[src/rtl/led_shift_ctrl_pkg.sv]
// Shared constants and types for the LED shift controller.
// The mode encoding matches the board's two-position sw_mode switches.
package led_shift_pkg;

  typedef enum logic [1:0] {
    MODE_SHIFT  = 2'b00,
    MODE_ROT    = 2'b01,
    MODE_AUTO   = 2'b10,
    MODE_BOUNCE = 2'b11
  } mode_e;

  localparam logic DIR_LEFT = 1'b1;

  // Resolved button request for one cycle; simultaneous left+right resolves to ACT_NONE
  typedef enum logic [1:0] {
    ACT_NONE  = 2'b00,
    ACT_LEFT  = 2'b01,
    ACT_RIGHT = 2'b10
  } act_e;

  function automatic act_e resolve_act(input logic left_press, input logic right_press);
    act_e act;
    act = ACT_NONE;
    if (left_press && !right_press) begin
      act = ACT_LEFT;
    end else if (right_press && !left_press) begin
      act = ACT_RIGHT;
    end
    return act;
  endfunction

endpackage

[src/rtl/led_shift_ctrl_btn_sync.sv]
// Button synchroniser and press-pulse generator for one active-low push button.
// With LEDSHIFT_DEBOUNCE_EN defined, an accepted-state debounce filter sits after the first flop.
module btn_sync
  import led_shift_pkg::*;
#(
  parameter int DEBOUNCE_CYCLES = 250000
) (
  input  logic clk,
  input  logic rst,
  input  logic btn_n,
  output logic level,
  output logic press
);

  logic s1;

`ifdef LEDSHIFT_DEBOUNCE_EN
  localparam int CW = (DEBOUNCE_CYCLES < 2) ? 1 : $clog2(DEBOUNCE_CYCLES);
  localparam logic [CW-1:0] CNT_LAST = CW'(DEBOUNCE_CYCLES - 1);

  logic [CW-1:0] cnt;
  logic          acc;
  logic          acc_d;

  // acc only follows s1 after DEBOUNCE_CYCLES consecutive disagreeing samples
  always_ff @(posedge clk) begin
    if (rst) begin
      s1    <= 1'b1;
      cnt   <= '0;
      acc   <= 1'b1;
      acc_d <= 1'b1;
    end else begin
      s1    <= btn_n;
      acc_d <= acc;
      if (s1 == acc) begin
        cnt <= '0;
      end else if (cnt == CNT_LAST) begin
        acc <= s1;
        cnt <= '0;
      end else begin
        cnt <= cnt + CW'(1);
      end
    end
  end

  assign level = ~acc;
  assign press = acc_d & ~acc;
`else
  logic s2;

  always_ff @(posedge clk) begin
    if (rst) begin
      s1 <= 1'b1;
      s2 <= 1'b1;
    end else begin
      s1 <= btn_n;
      s2 <= s1;
    end
  end

  assign level = ~s2;
  assign press = s2 & ~s1;
`endif

endmodule

[src/rtl/led_shift_ctrl.sv]
// LED pattern controller: manual shift/rotate plus auto marquee and ping-pong bounce.
// Optional button debounce is enabled by defining LEDSHIFT_DEBOUNCE_EN.
module led_shift_ctrl
  import led_shift_pkg::*;
#(
  parameter int WIDTH           = 8,
  parameter int TICK_DIV        = 25000000,
  parameter int DEBOUNCE_CYCLES = 250000
) (
  input  logic             clk,
  input  logic             rst,
  input  logic             btn_clr_n,
  input  logic             btn_left_n,
  input  logic             btn_right_n,
  input  logic             sw_fill_l,
  input  logic             sw_fill_r,
  input  logic [1:0]       sw_mode,
  output logic [WIDTH-1:0] led,
  output logic             running,
  output logic             dir_left
);

  localparam int PW = $clog2(TICK_DIV + 1);
  localparam logic [PW-1:0] PRESC_LAST = PW'(TICK_DIV - 1);

  logic clr_level;
  logic clr_press_unused;
  logic left_level_unused;
  logic left_press;
  logic right_level_unused;
  logic right_press;

  btn_sync #(.DEBOUNCE_CYCLES(DEBOUNCE_CYCLES)) u_sync_clr (
    .clk   (clk),
    .rst   (rst),
    .btn_n (btn_clr_n),
    .level (clr_level),
    .press (clr_press_unused)
  );

  btn_sync #(.DEBOUNCE_CYCLES(DEBOUNCE_CYCLES)) u_sync_left (
    .clk   (clk),
    .rst   (rst),
    .btn_n (btn_left_n),
    .level (left_level_unused),
    .press (left_press)
  );

  btn_sync #(.DEBOUNCE_CYCLES(DEBOUNCE_CYCLES)) u_sync_right (
    .clk   (clk),
    .rst   (rst),
    .btn_n (btn_right_n),
    .level (right_level_unused),
    .press (right_press)
  );

  function automatic logic [WIDTH-1:0] rot_left(input logic [WIDTH-1:0] v);
    return {v[WIDTH-2:0], v[WIDTH-1]};
  endfunction

  function automatic logic [WIDTH-1:0] rot_right(input logic [WIDTH-1:0] v);
    return {v[0], v[WIDTH-1:1]};
  endfunction

  logic [PW-1:0]    presc;
  act_e             act;
  logic             is_auto;
  logic             is_bounce;
  logic             act_left;
  logic [WIDTH-1:0] manual_left;
  logic [WIDTH-1:0] manual_right;
  logic [WIDTH-1:0] step_led;
  logic             step_dir;

  always_comb begin
    act       = resolve_act(left_press, right_press);
    act_left  = (act == ACT_LEFT);
    is_auto   = (sw_mode == MODE_AUTO) || (sw_mode == MODE_BOUNCE);
    is_bounce = (sw_mode == MODE_BOUNCE);
  end

  always_comb begin
    manual_left  = rot_left(led);
    manual_right = rot_right(led);
    if (sw_mode == MODE_SHIFT) begin
      manual_left  = {led[WIDTH-2:0], sw_fill_l};
      manual_right = {sw_fill_r, led[WIDTH-1:1]};
    end
  end

  // One auto step: empty pattern is seeded at the end it will travel away from
  always_comb begin
    step_dir = dir_left;
    step_led = dir_left ? rot_left(led) : rot_right(led);
    if (led == '0) begin
      step_led = dir_left ? WIDTH'(1) : {1'b1, {(WIDTH-1){1'b0}}};
    end else if (is_bounce && dir_left && led[WIDTH-1]) begin
      step_dir = ~DIR_LEFT;
      step_led = rot_right(led);
    end else if (is_bounce && !dir_left && led[0]) begin
      step_dir = DIR_LEFT;
      step_led = rot_left(led);
    end
  end

  always_ff @(posedge clk) begin
    if (rst) begin
      led      <= '0;
      running  <= 1'b0;
      dir_left <= DIR_LEFT;
      presc    <= '0;
    end else if (clr_level) begin
      led     <= '0;
      running <= 1'b0;
      presc   <= '0;
    end else if (!is_auto) begin
      running <= 1'b0;
      case (act)
        ACT_LEFT:  led <= manual_left;
        ACT_RIGHT: led <= manual_right;
        default:   ;
      endcase
    end else if (act != ACT_NONE) begin
      // Same direction pauses/resumes; opposite direction restarts that way
      if ((act_left ? DIR_LEFT : ~DIR_LEFT) == dir_left) begin
        running <= ~running;
      end else begin
        dir_left <= act_left ? DIR_LEFT : ~DIR_LEFT;
        running  <= 1'b1;
      end
      presc <= '0;
    end else if (running) begin
      if (presc == PRESC_LAST) begin
        presc    <= '0;
        led      <= step_led;
        dir_left <= step_dir;
      end else begin
        presc <= presc + PW'(1);
      end
    end
  end

endmodule
[config.mk]
export PLATFORM = sky130hd
export DESIGN_NAME = led_shift_ctrl
export DESIGN_NICKNAME = d
export VERILOG_FILES = /design/src/rtl/led_shift_ctrl_pkg.sv /design/src/rtl/led_shift_ctrl_btn_sync.sv /design/src/rtl/led_shift_ctrl.sv
export SDC_FILE = /design/constraint.sdc
export NUM_CORES = 1
export LEC_CHECK = 0
export ABC_AREA = 1
export CORE_MARGIN = 8
export CORE_UTILIZATION = 33
export CTS_CLUSTER_DIAMETER = 100
export DETAILED_ROUTE_END_ITERATION = 7
export HOLD_SLACK_MARGIN = 0.06
export PLACE_DENSITY = 0.58
export SLEW_MARGIN = 0
export SYNTH_ARGS = -nofsm -noshare
export SYNTH_HDL_FRONTEND = slang
export SYNTH_SLANG_ARGS = --single-unit
[constraint.sdc]
create_clock -name clk -period 1.6 [get_ports clk]
set_input_delay 0.16 -clock clk [delete_from_list [all_inputs] [get_ports clk]]
set_output_delay 0.16 -clock clk [all_outputs]
set_load 0.02 [all_outputs]
==> summary by stage <==
Route
The detail-routed via count per cell is 4.791. After detailed routing, the average wire length per cell comes to 12.57 um. The final layout contains routed wiring with a total length of 7340 um. The met2 routed wirelength is 3539 um. The total met3 wirelength after detailed routing is 329 um.

The detailed-router iteration count before antenna repair is 4. The highest layer used for signal routing is met4. For this block, wires on met1 add up to 3307 um. The number of violations reported at the end of detailed-routing iteration 0 is 140. The final route contains 2,798 vias. The DRC violations left is 0. The final antenna-violating net count is 0.

Power
The fraction of power consumed by combinational cells is 22.5%. The analysis attributes to net switching a power of 683.3 uW. The fraction of power consumed by the clock network is 31.4%. The post-route total power is 2322 uW. The fraction of power consumed by sequential logic is 46.1%. The leakage component of the power is 0.001606 uW.

The total power density per cell area is 631.3 mW/mm^2. The maximum vdd drop is 253.3 uV. In this run switching power makes up 29.42% of total power. Internal power comes to 1639 uW.

Global route
The overall overflow remaining after global route is 0. Global routing used 12.78% of the available tracks across all layers. The initial antenna violation count is 0. The first global-routing pass estimated 11,860 um of wire. The pin count of the biggest net entering global routing is 20. The number of global-route vias before repair is 2,654.

Setup path
STA classifies the critical path startpoint as a flip-flop. The data arrival time at the worst-slack endpoint is 1.87 ns. The capturing element type of the critical path is a flip-flop.

STA puts the critical path data required time at 1.83 ns. Of all nets on the critical path, the largest fanout is 6. The critical path class is flip-flop to flip-flop.

Place
Summed over all nets, the half-perimeter wirelength after detailed placement is 5091 um. Routability-driven placement finished with a final weighted congestion of 0.8614. The number of placed cells counting well taps is 556. The area after detailed placement is 0.003142 mm^2. The number of port buffers is 18.

CTS
The largest buffer count on any clock path is 2. The sink count of the clock tree is 41. TritonCTS built the clock tree. The H-tree depth reported by CTS is 2.

The clock root buffer is sky130_fd_sc_hd__clkbuf_8. The hold buffer count at CTS is 0. For the worst-skew pair, the clock arrives at the later sink with an insertion delay of 0.30 ns.

Counting the buffers created by CTS gives 5. After clock tree synthesis, the clock-pin slew on the worst setup and hold paths is 0.08 ns.

Finish
From synthesis to final layout, the design area changed by 44.83%. Leaving out fill and tap cells, the most frequent cells in the layout are sky130_fd_sc_hd__nand2_1, sky130_fd_sc_hd__nor2_1, sky130_fd_sc_hd__buf_4, sky130_fd_sc_hd__inv_1, sky130_fd_sc_hd__dfxtp_1. The final standard cell area without fillers is 0.003679 mm^2. The post-route netlist has 29.05% of its cells at a drive strength greater than 1.

The final instance count without filler cells is 584. The final net count is 493. The layout has 758 filler cells.

Once layout is complete, the utilization of the core stands at 48.36%. Leaving out fill and tap cells, the most frequent cell in the layout is sky130_fd_sc_hd__nand2_1. The number of diodes is 0.

Timing
Setup slack on the critical path of the routed design comes to -0.04305 ns. The number of hold-slack violations in the final timing report was 0. The post-route fraction of the period consumed by the critical path is 102.7%. The max-slew headroom at the worst pin is 48.45%.

For this run, the top clock speed supported by timing is 608.6 MHz. The transition at the pin with the smallest max-transition slack is 0.7723 ns. The clock skew is 0.01129 ns. Setup repair after global routing could not meet its margin everywhere.

The final-layout worst hold slack is 0.4187 ns. The total count of max-transition violations in the final report is 0. Setup violations remaining at the end of the flow were counted as 7.

The shortest period the worst path allows is 1.643 ns.

Logic synthesis
The total number of yosys warnings is 0. The number of different library cells used by synthesis comes to 33. Counting every net in the synthesized netlist gives 414.

Synthesis handed over a netlist of 402 instances. Dividing the synthesized area by the synthesized cell count gives 6.318 um^2. In this run, synthesis produced a sequential element count of 41. The combined area of all synthesized cells is 0.002540 mm^2. Sequential cells were found to cover 32.32% of the synthesized design area.

Flow run
The max-cap check violation count is 0.

Floorplanning
Measured along the y axis, the die boundary spans 103.7 um. The area of the die is 0.01076 mm^2. The initial utilization of the core area, before any placement, comes to 33.39%. The die width is 103.7 um.

The total I/O pin count is 19. The core footprint is 0.007607 mm^2. The number of placement rows is 32.

Run status
The checks that failed: setup timing. The flow ran to the end, but the final reports show violations.

Min path
The worst hold path belongs to the class primary input to flip-flop.
-- logic make-up after synthesis --
| kind of cell | after synthesis | share of synthesized area (%) |
|---|---|---|
| compound gates | 42 | 9.360 |
| fa+ha+maj | 3 | 1.478 |
| flops | 41 | 32.32 |
| xor+xnor | 12 | 4.138 |
| mux | 1 | 0.3941 |
| buf+inv | 60 | 9.606 |
| simple gates | 243 | 42.71 |
-- per-stage QoR --
stage	worst slack (ns)	TNS (ns)
2_1_floorplan	0.02259	0
3_3_place_gp	-0.2053	-3.022
3_5_place_dp	-0.2513	-4.026
4_1_cts	-0.08225	-0.3531
5_1_grt	-0.1414	-2.076
6_report	-0.04305	-0.1056
-- synthesized netlist by cell type, drive strengths merged --
master	count	area (um^2)
mux2i	1	10.01
buf	4	32.53
nand3b	2	15.01
dfxtp	41	820.8
o21ai	24	127.6
nor2	86	335.3
ha	3	37.54
xor2	10	87.58
o22ai	1	6.260
a21oi	14	81.33
clkbuf	3	12.51
inv	53	198.9
o211ai	1	7.510
or2	5	31.28
xnor2	2	17.52
nand4	13	96.34
nand2	95	386.6
nor3	7	40.04
o21bai	1	7.510
a21boi	1	7.510
nand3	35	180.2
-- power by group through the flow --
stage	sequential (uW)	combinational, uW	clock, uW
after global routing	1080	573	800
after CTS	1070	465	753
after global placement	1090	411	0
after floorplan	1110	238	0
after detailed placement	1090	415	0
final	1070	523	729
-- worst max-delay path, stage by stage (launching register included) --
cell and delay, ns:
sky130_fd_sc_hd__dfxtp_1 0.31, sky130_fd_sc_hd__inv_2 0.06, sky130_fd_sc_hd__nand2_2 0.07, sky130_fd_sc_hd__ha_4 0.27, sky130_fd_sc_hd__a21oi_4 0.15, sky130_fd_sc_hd__buf_6 0.16
sky130_fd_sc_hd__nand4_1 0.19, sky130_fd_sc_hd__o21ai_1 0.18, sky130_fd_sc_hd__nand3_1 0.08, sky130_fd_sc_hd__nor2_1 0.10
-- path summary, 6_finish.rpt --
check,depth (start not counted),from,end,slack [ns]
worst max register to register,9,u_sync_left.s1,presc[17],-0.04
worst min register to register,1,u_sync_clr.s1,u_sync_clr.s2,0.43
worst max-delay path,9,u_sync_left.s1,presc[17],-0.04
worst min-delay path,2,btn_clr_n,u_sync_clr.s1,0.42
-- area by class of cell --
cell class	count	area, um^2	share of cell area [%]
clock buffer	6	82.58	2.245
clock inverter	2	13.76	0.3741
inverter	53	198.9	5.408
multi-input combinational	303	1724	46.87
sequential	41	828.3	22.52
tap	102	127.6	3.469
timing repair buffer	77	703.2	19.12
-- sequential cells by signal (all words and copies together) (netlist names) --
| signal | flops |
|---|---|
| presc | 25 |
| u_sync_clr.s1 | 1 |
| u_sync_clr.s2 | 1 |
| dir_left | 1 |
| u_sync_right.s2 | 1 |
| running | 1 |
| u_sync_left.s1 | 1 |
| u_sync_right.s1 | 1 |
| led | 8 |
| u_sync_left.s2 | 1 |
-- layer usage --
metal | global-route usage, % | vias to the layer above
met5 | 0 | -
met4 | 4.964 | 0
met3 | 2.478 | 16
met2 | 21.54 | 68
met1 | 15.64 | 1275
li1 | - | 1439
-- what timing repair did --
action / CTS / global route
pin swaps: 16 / 20
cloned: 0 / 2
setup endpoints to repair: 34 / 38
resized for setup: 28 / 46
buffers inserted: 15 / 5
No activity file was read; power rests on OpenSTA's default activity.
==> patch (same settings) <==
`WIDTH`: 8 -> 6.
--- a/src/rtl/led_shift_ctrl.sv
+++ b/src/rtl/led_shift_ctrl.sv
@@ -5,3 +5,3 @@
 #(
-  parameter int WIDTH           = 8,
+  parameter int WIDTH           = 6,
   parameter int TICK_DIV        = 25000000,
Interface: changed (resized led); port bits go from 19 to 17. No check against the original RTL was run, so the function may have changed too.
==> patch against the original RTL <==
  * The run still ends with setup timing left
  * Non-clock buffer count shrank 9
  * Worst setup slack lost 53 ps
  * Power shrank 9.7%
  * Final cell count shrank 4.6%
  * Routed wire length shrank 4.1%
  * Final area shrank 6.9%
  * Synthesized area shrank 4.0%
  * Via count shrank 5.1%
  * Sequential cell count shrank 2
==> patch: results (changes against the original RTL) <==
Non-clock buffer share 17.3% (-1.8 points); vias in the first global route 2535 (-4.5%); Clock Skew 7.26 ps (-4.03 ps); setup TNS -1120 ps (-1020 ps); Post-Synthesis Cells 388 (-3.5%); Iter 0 DRT Violations 106 (-24%); Static Leakage 1.45 nW (-9.6%); area occupied by registers 783 um^2 (-5.4%); Hold WS 413 ps (-6.10 ps); Fill cells 751 (-0.92%); GRT Total Usage 14.2% (+1.4 points); leading registers by flop count presc: 25 flops, led: 6 flops; final setup margin -96.2 ps (-53.1 ps); worst slew pin tran 540 ps (-232 ps); routed wl met3 339 um (+3.0%); failing checks setup timing; register area share after synthesis 32.0% (-0.30 points); Vias 2654 (-5.1%); Met2 Wirelength 3330 um (-6.0%); share of cells above drive strength 1 30.3% (+1.3 points); VDD IR max 0.292 mV (+15%); Reg2Reg Capture Point presc[23]; Post-Route WL 7040 um (-4.1%); Final HPWL DP 4970 um (-2.4%); cells on worst reg2reg path 14 (+5); wl on met1 3300 um (-0.30%); count of different cell masters after synthesis 36 (+9.1%); hold path startpoint u_sync_clr.s1; Routability Congestion 0.895 (+3.9%); final setup fails 25 (+18); Setup crit end presc[23]; Nets 471 (-4.5%); top-area cell type share of the netlist area 32.0% (-0.30 points); post-synthesis mux area share 0% (-0.39 points); flops & latches, synth 39 (-4.9%); wire length per cell after detailed routing 12.6 um (+0.55%); area of the multi-input gates 0.00165 mm^2 (-4.3%); Syn Nets 400 (-3.4%); IO buf count 16 (-2); first-pass GRT wire length 11800 um (-0.82%); Placed Cells 538 (-3.2%); status finished, violations left; WP data arrival 1890 ps (+20 ps); multi-input gates 292 (-3.6%); Synth Area in Compound Gates 10.2% (+0.85 points); Commonest cells post-synth nand2_1, nor2_1, inv_1; reg2reg start u_sync_right.s1; largest net degree at the start of global routing 13 (-35%); hold endpoint u_sync_clr.s2; worst hold path class reg -> reg
## patch: cell types whose count changed in the layout (fill, tap and decap cells not counted), moves of 5 or more
cell    change
inv_2       -7
nor3_2      +5
nor2_2     +10
xor2_1      -8
inv_1       +5
buf_6       -5
nor2_1     -24
## patch: metrics by stage
step	cell area, um^2	setup WS, ps
2_1_floorplan	2450	-2.46
3_3_place_gp	2990	-174
3_5_place_dp	2990	-174
4_1_cts	3330	-90.7
5_1_grt	3430	-228
6_report	3430	-96.2
## patch: layer usage
metal / track usage [%] / up-vias
met5: 0 / -
met4: 4.29 / 0
met3: 3.68 / 8
met2: 24.1 / 58
met1: 17.0 / 1200
li1: - / 1388
## patch: power breakdown
group	internal, W	switching, W
Clock	0.000291	0.000331
Combinational	0.000204	0.000248
Sequential	0.000993	0.0000301
## patch: timing repair
item,4_1_cts,5_1_grt
pin swaps,13,17
buffers inserted,10,3
hold endpoints to repair,0,0
gates resized for setup,42,31
gates cloned,2,0
endpoints found under the setup margin,30,38
